[config.mk]
export PLATFORM = sky130hd
export DESIGN_NAME = branch_resolve_unit_flat
export DESIGN_NICKNAME = d
export VERILOG_FILES = /design/src/rtl/branch_resolve_unit_if.sv /design/src/rtl/branch_resolve_unit.sv /design/src/flat_wrapper.sv
export SDC_FILE = /design/constraint.sdc
export NUM_CORES = 1
export LEC_CHECK = 0
export ABC_AREA = 1
export ABC_CLOCK_PERIOD_IN_PS = 4460
export CAP_MARGIN = 15
export CORE_ASPECT_RATIO = 1.75
export CORE_MARGIN = 4
export CORE_UTILIZATION = 45
export CTS_CLUSTER_SIZE = 12
export DETAILED_ROUTE_END_ITERATION = 8
export PLACE_DENSITY = 0.89
export SYNTH_ARGS = -nofsm -noshare
export SYNTH_HDL_FRONTEND = slang
export SYNTH_SLANG_ARGS = --single-unit
[constraint.sdc]
create_clock -name clk -period 4.46 [get_ports clk]
set_clock_uncertainty 0.2 [all_clocks]
set_input_delay 0.892 -clock clk [delete_from_list [all_inputs] [get_ports clk]]
set_output_delay 0.892 -clock clk [all_outputs]
set_load 0.05 [all_outputs]
[src/rtl/branch_resolve_unit_if.sv]
// Request/result bundle for branch_resolve_unit: EX-side request, fetch-side result
// and the optional performance counters. The master drives requests; the unit is the slave.
interface branch_resolve_unit_if #(
  parameter int DATA_W = 32,
  parameter int PC_W   = 32,
  parameter int CNT_W  = 16
);
  logic              in_valid;
  logic              in_ready;
  logic [DATA_W-1:0] a;
  logic [DATA_W-1:0] b;
  logic [2:0]        cmp_op;
  logic              pred_taken;
  logic [PC_W-1:0]   pc;
  logic [PC_W-1:0]   target;
  logic              flush;
  logic              out_valid;
  logic              out_ready;
  logic              taken;
  logic              mispredict;
  logic [PC_W-1:0]   redirect_pc;
  logic [CNT_W-1:0]  branch_cnt;
  logic [CNT_W-1:0]  mispred_cnt;

  modport master (
    output in_valid, a, b, cmp_op, pred_taken, pc, target, flush, out_ready,
    input  in_ready, out_valid, taken, mispredict, redirect_pc, branch_cnt, mispred_cnt
  );

  modport slave (
    input  in_valid, a, b, cmp_op, pred_taken, pc, target, flush, out_ready,
    output in_ready, out_valid, taken, mispredict, redirect_pc, branch_cnt, mispred_cnt
  );
endinterface

[src/rtl/branch_resolve_unit.sv]
// Branch condition evaluation with a 2-entry result FIFO and valid/ready on both sides.
// Define BRU_PERF_CNT_EN to build the saturating branch / mispredict counters.
module branch_resolve_unit #(
  parameter int DATA_W = 32,
  parameter int PC_W   = 32,
  parameter int CNT_W  = 16
) (
  input  logic                  clk,
  input  logic                  rst,
  branch_resolve_unit_if.slave  bus
);

  typedef enum logic [1:0] {EMPTY, ONE, FULL} q_state_t;

  typedef struct packed {
    logic            taken;
    logic            mispredict;
    logic [PC_W-1:0] redirect_pc;
  } result_t;

  q_state_t state, state_n;
  result_t  head, tail, res_new;
  logic     in_ready_q, out_valid_q;
  logic     cond, sign, a_zero;
  logic     accept, pop;

  assign sign   = bus.a[DATA_W-1];
  assign a_zero = (bus.a == '0);

  // NOTE: combinational blocks use blocking '=' and assign every output a default
  // first, so no path leaves a variable unassigned and no latch is inferred.
  always_comb begin
    cond = 1'b0;
    unique case (bus.cmp_op)
      3'b000: cond = (bus.a == bus.b);
      3'b001: cond = (bus.a != bus.b);
      3'b010: cond = ~sign & ~a_zero;
      3'b011: cond = sign | a_zero;
      3'b100: cond = sign;
      3'b101: cond = ~sign;
      3'b110: cond = 1'b1;
      3'b111: cond = 1'b0;
      default: cond = 1'b0;
    endcase
    res_new.taken       = cond;
    res_new.mispredict  = cond ^ bus.pred_taken;
    res_new.redirect_pc = cond ? bus.target : bus.pc + PC_W'(4);
  end

  assign accept = bus.in_valid & in_ready_q & ~bus.flush;
  assign pop    = out_valid_q & bus.out_ready & ~bus.flush;

  always_comb begin
    state_n = state;
    unique case (state)
      EMPTY:   if (accept) state_n = ONE;
      ONE: begin
        if (accept && !pop)      state_n = FULL;
        else if (pop && !accept) state_n = EMPTY;
      end
      FULL:    if (pop) state_n = ONE;
      default: state_n = EMPTY;
    endcase
    if (bus.flush) state_n = EMPTY;
  end

  // NOTE: sequential state uses non-blocking '<=' so every register samples
  // pre-edge values regardless of statement order.
  always_ff @(posedge clk) begin
    if (rst) begin
      state       <= EMPTY;
      in_ready_q  <= 1'b0;
      out_valid_q <= 1'b0;
      head        <= '0;
    end else begin
      state       <= state_n;
      in_ready_q  <= (state_n != FULL);
      out_valid_q <= (state_n != EMPTY);
      if (!bus.flush) begin
        unique case (state)
          EMPTY:   if (accept) head <= res_new;
          ONE:     if (accept && pop) head <= res_new;
          FULL:    if (pop) head <= tail;
          default: ;
        endcase
      end
    end
  end

  // NOTE: the second slot is plain storage with no reset; it is only ever read
  // after being written, so resetting it would add logic without changing behaviour.
  always_ff @(posedge clk) begin
    if (accept && state == ONE && !pop) tail <= res_new;
  end

  assign bus.in_ready    = in_ready_q;
  assign bus.out_valid   = out_valid_q;
  assign bus.taken       = head.taken;
  assign bus.mispredict  = head.mispredict;
  assign bus.redirect_pc = head.redirect_pc;

`ifdef BRU_PERF_CNT_EN
  logic [CNT_W-1:0] branch_cnt_q, mispred_cnt_q;

  // Counters saturate at all-ones; flush never clears them, only rst does.
  always_ff @(posedge clk) begin
    if (rst) begin
      branch_cnt_q  <= '0;
      mispred_cnt_q <= '0;
    end else if (accept) begin
      if (branch_cnt_q != '1) branch_cnt_q <= branch_cnt_q + CNT_W'(1);
      if (res_new.mispredict && mispred_cnt_q != '1)
        mispred_cnt_q <= mispred_cnt_q + CNT_W'(1);
    end
  end

  assign bus.branch_cnt  = branch_cnt_q;
  assign bus.mispred_cnt = mispred_cnt_q;
`else
  assign bus.branch_cnt  = '0;
  assign bus.mispred_cnt = '0;
`endif

endmodule

[src/flat_wrapper.sv]
// flat-port wrapper written by rule: the top's interface ports become plain ports
module branch_resolve_unit_flat 
#(
  parameter int DATA_W = 32,
  parameter int PC_W   = 32,
  parameter int CNT_W  = 16
)
  (clk, rst, bus_in_valid, bus_a, bus_b, bus_cmp_op, bus_pred_taken, bus_pc, bus_target, bus_flush, bus_out_ready, bus_in_ready, bus_out_valid, bus_taken, bus_mispredict, bus_redirect_pc, bus_branch_cnt, bus_mispred_cnt);
  branch_resolve_unit_if #(.DATA_W(DATA_W), .PC_W(PC_W), .CNT_W(CNT_W)) bus_i ();
  input  logic clk;
  input  logic rst;
  input wire logic [$bits(bus_i.in_valid)-1:0] bus_in_valid;
  input wire logic [$bits(bus_i.a)-1:0] bus_a;
  input wire logic [$bits(bus_i.b)-1:0] bus_b;
  input wire logic [$bits(bus_i.cmp_op)-1:0] bus_cmp_op;
  input wire logic [$bits(bus_i.pred_taken)-1:0] bus_pred_taken;
  input wire logic [$bits(bus_i.pc)-1:0] bus_pc;
  input wire logic [$bits(bus_i.target)-1:0] bus_target;
  input wire logic [$bits(bus_i.flush)-1:0] bus_flush;
  input wire logic [$bits(bus_i.out_ready)-1:0] bus_out_ready;
  output wire logic [$bits(bus_i.in_ready)-1:0] bus_in_ready;
  output wire logic [$bits(bus_i.out_valid)-1:0] bus_out_valid;
  output wire logic [$bits(bus_i.taken)-1:0] bus_taken;
  output wire logic [$bits(bus_i.mispredict)-1:0] bus_mispredict;
  output wire logic [$bits(bus_i.redirect_pc)-1:0] bus_redirect_pc;
  output wire logic [$bits(bus_i.branch_cnt)-1:0] bus_branch_cnt;
  output wire logic [$bits(bus_i.mispred_cnt)-1:0] bus_mispred_cnt;
  assign bus_i.in_valid = bus_in_valid;
  assign bus_i.a = bus_a;
  assign bus_i.b = bus_b;
  assign bus_i.cmp_op = bus_cmp_op;
  assign bus_i.pred_taken = bus_pred_taken;
  assign bus_i.pc = bus_pc;
  assign bus_i.target = bus_target;
  assign bus_i.flush = bus_flush;
  assign bus_i.out_ready = bus_out_ready;
  assign bus_in_ready = bus_i.in_ready;
  assign bus_out_valid = bus_i.out_valid;
  assign bus_taken = bus_i.taken;
  assign bus_mispredict = bus_i.mispredict;
  assign bus_redirect_pc = bus_i.redirect_pc;
  assign bus_branch_cnt = bus_i.branch_cnt;
  assign bus_mispred_cnt = bus_i.mispred_cnt;
  branch_resolve_unit #(.DATA_W(DATA_W), .PC_W(PC_W), .CNT_W(CNT_W)) u_core (.clk(clk), .rst(rst), .bus(bus_i));
endmodule
* Word-level counts from Yosys, hierarchy flattened *
Cells that the tools add are included.

word-level totals
  register bits = 72
  input bits = 137
  output and inout bits = 68

cells by class
  $add $sub $neg = 1
  eq/ne operators = 15
  mux-type cells = 12
  bitwise gates (word level) = 10
  reduce and logical (&&, ||, !) cells = 13

operators with widths
  operator                                                         number
  34-bit 2-to-1 mux                                                3
  34-bit one-hot mux with 3 select lines                           1
  32-bit by 3-bit adder with 32-bit output, second input constant  1
  32-bit == test                                                   1
  32-bit logical NOT                                               1
  32-bit 2-to-1 mux                                                1
  32-bit != test                                                   1
  3-bit == test, second input constant                             4
  2-bit 2-to-1 mux                                                 5
  1-bit one-hot mux with 8 select lines                            1
  3-bit by 2-bit == test with 1-bit output, second input constant  2
  2-bit by 1-bit != test with 1-bit output, second input constant  3
  2-bit one-hot mux with 3 select lines                            1
  1-bit AND                                                        5
  1-bit logical AND                                                5
  5-bit AND reduction                                              1
  3-bit by 1-bit == test with 1-bit output, second input constant  1
  3-bit logical NOT                                                1
  1-bit inverter                                                   3
  3-bit nonzero test                                               1
  2-bit by 1-bit == test with 1-bit output, second input constant  1
  2-bit == test, second input constant                             1
  1-bit logical NOT                                                2
  2-bit logical NOT                                                1
  other kinds (4)                                                  4

* Longest topological paths before layout *
  depth in word-level cells = 9
  gate-level depth with buffers = 17

* Worst setup path before layout *
OpenSTA, ideal clock, no wires.

  kind = input to register
  start = in bus_flush
  end = reg u_core.out_valid_q (netlist: u_core.bus.out_valid)
  arrival time = 3.031 ns
  data required time = 4.186 ns
  slack = 1.155 ns
  stages on the path = 5
  path buffers = 0
  cells stage by stage = nor3_1 -> inv_1 -> nor2_1 -> a21oi_1 -> a21oi_1

on the way
  cells in the longest elaborated chain, start to end = 9
  elaborated cells on any way between the ends = 14
  classes of those cells = 6 x mux; 3 x bitwise; 5 x reduce/logical

RTL lines
  item                                   RTL line                   RTL
  start: declaration                     flat_wrapper.sv:19         input wire logic [$bits(bus_i.flush)-1:0] bus_flush;
  1-bit inverter (no source line)        -
  1-bit AND                              branch_resolve_unit.sv:50  assign accept = bus.in_valid & in_ready_q & ~bus.flush;
  1-bit logical NOT                      branch_resolve_unit.sv:59  else if (pop && !accept) state_n = EMPTY;
  1-bit logical AND                      branch_resolve_unit.sv:59
  2-bit 2-to-1 mux                       branch_resolve_unit.sv:59
  2-bit 2-to-1 mux                       branch_resolve_unit.sv:58  if (accept && !pop) state_n = FULL;
  2-bit one-hot mux with 3 select lines  branch_resolve_unit.sv:55  unique case (state)
  2-bit 2-to-1 mux (*)                   branch_resolve_unit.sv:64  if (bus.flush) state_n = EMPTY;
  2-bit nonzero test (*)                 branch_resolve_unit.sv:78  out_valid_q <= (state_n != EMPTY);
  end signal: assignment                 branch_resolve_unit.sv:78
  end: declaration                       branch_resolve_unit.sv:23  logic in_ready_q, out_valid_q;

Every way passes the cells marked *; elsewhere a longest branch is shown, timed or not.
A chain may end at the register's enable or synchronous reset.

* Worst setup path in the final report *
  start = in bus_a[26]
  end = reg u_core.head (netlist bit u_core.bus.redirect_pc[26])

on the way
  cells in the longest elaborated chain, start to end = 7
  elaborated cells on any way between the ends = 11
  classes of those cells = 2 x eq/ne; 5 x mux; 3 x bitwise; 1 x reduce/logical

RTL lines
  item                                         RTL line                                              RTL
  start: declaration                           flat_wrapper.sv:13                                    input wire logic [$bits(bus_i.a)-1:0] bus_a;
  32-bit logical NOT                           branch_resolve_unit.sv:28                             assign a_zero = (bus.a == '0);
  1-bit inverter                               branch_resolve_unit.sv:37                             3'b010: cond = ~sign & ~a_zero;
  1-bit AND                                    branch_resolve_unit.sv:37
  1-bit one-hot mux with 8 select lines (*)    branch_resolve_unit.sv:34                             unique case (bus.cmp_op)
  32-bit 2-to-1 mux (*)                        branch_resolve_unit.sv:47                             res_new.redirect_pc = cond ? bus.target : bus.pc + PC_W'(4);
  34-bit 2-to-1 mux, on equally long branches  branch_resolve_unit.sv:82, branch_resolve_unit.sv:81
  34-bit one-hot mux with 3 select lines (*)   branch_resolve_unit.sv:80                             unique case (state)
  end signal: assignment                       branch_resolve_unit.sv:81                             EMPTY: if (accept) head <= res_new;
  end signal: assignment                       branch_resolve_unit.sv:82                             ONE: if (accept && pop) head <= res_new;
  end signal: assignment                       branch_resolve_unit.sv:83                             FULL: if (pop) head <= tail;
  end: declaration                             branch_resolve_unit.sv:22                             result_t head, tail, res_new;

Every way passes the cells marked *; elsewhere a longest branch is shown, timed or not. The select of a mux whose other input is x is not followed.

==> impl_metrics.py <==
metrics = {
    "die": {
        "core-area_um2": 11600,
        "dieArea_um2": 13700,
        "dieHeight_um": 152,
        "initial_core_util": 0.461,
        "fp.dieW_um": 90.3,
        "rows": 52,
        "ios": 205,
    },
    "worst_setup_path": {
        "cp_slowest_stage_delay_ns": 0.50,
        "cp.required_ns": 4.52,
        "crit_buf_inv": 1,
        "critPathMaxFanout": 34,
        "crit_type": "in2reg",
        "crit_path_end_kind": "flop",
        "path_cells": "clkdlybuf4s50_1, nor2_1, nand2_1, nor2_1, and2_1, nand2_1, nand3_1, nand2_1, nor2_1, nand2_4, nand2_8, nand2_1, nand3_1, nand2_1, a21oi_1",
        "critPathSlowestCell": "clkdlybuf4s50_1",
        "worstPathArrival_ns": 3.35,
        "path_common_cell": "nand2_1",
        "critPathTopFamily": "simple AND/OR/NAND/NOR gates",
        "startpoint_type": "input pin",
    },
    "routing": {
        "post-route-drc-count": 0,
        "vias_per_cell": 5.05,
        "wl_per_cell_um": 14.3,
        "drt-initial-drc-count": 487,
        "vias": 5544,
        "routed_wl_mm": 15.7,
        "ant_nets": 0,
        "drt-pass1-iter-count": 7,
    },
    "run": {
        "cap_violations": 0,
    },
    "cts": {
        "ctsHtreeMaxLevel": 3,
        "clkLatencyLatePin_ns": 0.34,
        "ctsResizeCount": 0,
        "holdBufCountCts": 0,
        "clk_pin_slew_ns": 0.06,
        "numClockSinks": 72,
        "cts_buffer_depth": 2,
        "cts-root-buf": "clkbuf_16",
        "tritoncts": "built",
        "post-cts-setup-buffers": 0,
        "numCtsBuffers": 9,
    },
    "logic_synthesis": {
        "synth_area_leader_cell": "edfxtp_1",
        "synth-seq-area-share": 0.334,
        "syn_area_per_cell_um2": 6.66,
        "synth.ff_latch_count": 72,
        "yosysTopAreaCellShare": 0.191,
        "synth.cell_area_um2": 5340,
        "ys_warn_count": 0,
        "synth_cell_types": 39,
        "syn_inst": 801,
        "synthTopCellsByArea": "edfxtp_1, nand2_1, dfxtp_1",
    },
    "layout": {
        "final_cell_area_um2": 7270,
        "area_growth_pct": 36.2,
        "fin_nets": 1096,
        "drive_above_1_share": 0.0727,
        "n_antenna_cell": 0,
    },
    "pwr": {
        "p_seq_frac": 0.362,
        "switching_power_mw": 0.635,
        "combPwrFrac": 0.274,
        "p_clk_frac": 0.364,
        "vdd_ir_drop_max_uv": 161,
        "cellLeakagePower_nw": 3.38,
        "powerDensity_nw_per_um2": 276,
        "p_int_mw": 1.37,
        "swShare": 0.317,
    },
    "global_routing": {
        "grt_usage": 0.225,
        "grt_pass1_wl_mm": 25.0,
        "grt_overflow": 0,
        "grt_pass1_vias": 5361,
        "grt_max_degree": 68,
        "antenna_found_initial": 0,
    },
    "timing": {
        "finalCritPeriodShare": 0.739,
        "setup_ws_ns": 1.17,
        "worst_pin_slew_ns": 1.11,
        "final_max_slew_viol_count": 0,
        "hold_viol": 0,
        "finalCriticalPeriod_ns": 3.29,
        "setup_viol": 0,
        "fin_tns_setup_ns": 0,
        "slew_headroom": 0.259,
        "rsz0062_at_grt": "no",
        "fmax_ghz": 0.303,
    },
    "worst_hold_path": {
        "min_path_type": "reg2reg",
    },
    "place": {
        "portBuffers": 172,
        "place_area_um2": 6970,
        "hpwl_mm": 12.0,
        "pre_cts_ws_ns": 0.800,
        "gp_congestion": 0.947,
    },
    "status": {
        "outcome": "complete, no violations",
    },
}
## cell usage after synthesis (all sizes together)
master and instances:
inv 87, and2 3, clkbuf 12, nand3 82, dfxtp 38, o21ai 3
o21bai 1, nand2 271, xor2 12, conb 1, ha 1, nor2 122
nor3 10, nand4 8, a31oi 2, edfxtp 34, a21oi 38, buf 47
o211ai 1, and3 1, o22ai 1, nor4 5, xnor2 21
## metrics by stage
step	std cells	util	total power, mW	hold WS (ns)
5_1_grt	1098	0.628	2.08	0.288
3_3_place_gp	1082	0.602	1.28	0.253
6_report	1098	0.628	2.01	0.269
3_5_place_dp	1082	0.602	1.29	0.260
4_1_cts	1098	0.628	2.01	0.269
2_1_floorplan	832	-	1.10	0.302
## sequential cells by signal (all words and copies together) (netlist names)
name,cells
u_core.tail,34
u_core.bus.redirect_pc,32
u_core.state,2
u_core.bus.in_ready,1
u_core.bus.mispredict,1
u_core.bus.out_valid,1
u_core.bus.taken,1
## placed cells by master, fill, tap and decap left out, drive strengths merged
| cell type | count |
|---|---|
| nand3 | 82 |
| clkinv | 3 |
| o22ai | 1 |
| conb | 32 |
| xnor2 | 21 |
| o211ai | 1 |
| clkbuf | 9 |
| o21ai | 3 |
| nor3 | 10 |
| inv | 89 |
| o21bai | 1 |
| buf | 3 |
| nor2 | 122 |
| nand4 | 8 |
| clkdlybuf4s50 | 171 |
| nor4 | 5 |
| clkinvlp | 1 |
| and3 | 1 |
| xor2 | 12 |
| and2 | 3 |
| nand2 | 271 |
| dfxtp | 38 |
| ha | 1 |
| edfxtp | 34 |
| a21oi | 38 |
| a31oi | 2 |
| bufinv | 1 |
## logic make-up after synthesis
group           synth area share
flops                      0.334
xor+xnor                  0.0541
buf+inv                    0.135
compound gates            0.0532
simple gates               0.421
other cells             0.000703
fa+ha+maj                0.00234
## area by class of cell
| class | instances | area (µm²) |
|---|---|---|
| clock buffer | 9 | 225 |
| clock inverter | 7 | 77.6 |
| fill | 971 | 4310 |
| inverter | 87 | 327 |
| multi-input combinational | 614 | 2960 |
| sequential | 72 | 1780 |
| tap | 135 | 169 |
| timing repair buffer | 174 | 1730 |
## power groups by stage
stage	registers [mW]	clock network (mW)	logic [mW]
after floorplan	0.790	0	0.307
after global placement	0.739	0	0.538
after detailed placement	0.739	0	0.546
after CTS	0.725	0.732	0.550
after global routing	0.727	0.754	0.598
final	0.725	0.730	0.550
## worst paths after layout
kind / from / to / slack (ns) / cells after the start
worst max-delay path: bus_a[26] / u_core.bus.redirect_pc[26]$_SDFFE_PP0P_ / 1.17 / 15
worst min-delay path: u_core.bus.redirect_pc[28]$_SDFFE_PP0P_ / u_core.bus.redirect_pc[28]$_SDFFE_PP0P_ / 0.27 / 2
worst max register to register: u_core.bus.in_ready$_SDFF_PP0_ / u_core.bus.redirect_pc[6]$_SDFFE_PP0P_ / 1.85 / 10
worst min register to register: u_core.bus.redirect_pc[28]$_SDFFE_PP0P_ / u_core.bus.redirect_pc[28]$_SDFFE_PP0P_ / 0.27 / 2
## per-layer routing
| layer | GRT usage | vias up | routed length [µm] |
|---|---|---|---|
| li1 | - | 2774 | - |
| met4 | 0.124 | 0 | 768 |
| met2 | 0.425 | 290 | 8390 |
| met5 | 0 | - | 0 |
| met1 | 0.214 | 2433 | 5140 |
| met3 | 0.0628 | 47 | 1440 |
## tightest hold or removal path, delay by kind of cell (launching register included)
family          cells  cell delay, ns
flops               1            0.31
simple gates        1            0.06
compound gates      1            0.06
No activity file was read; power rests on OpenSTA's default activity.
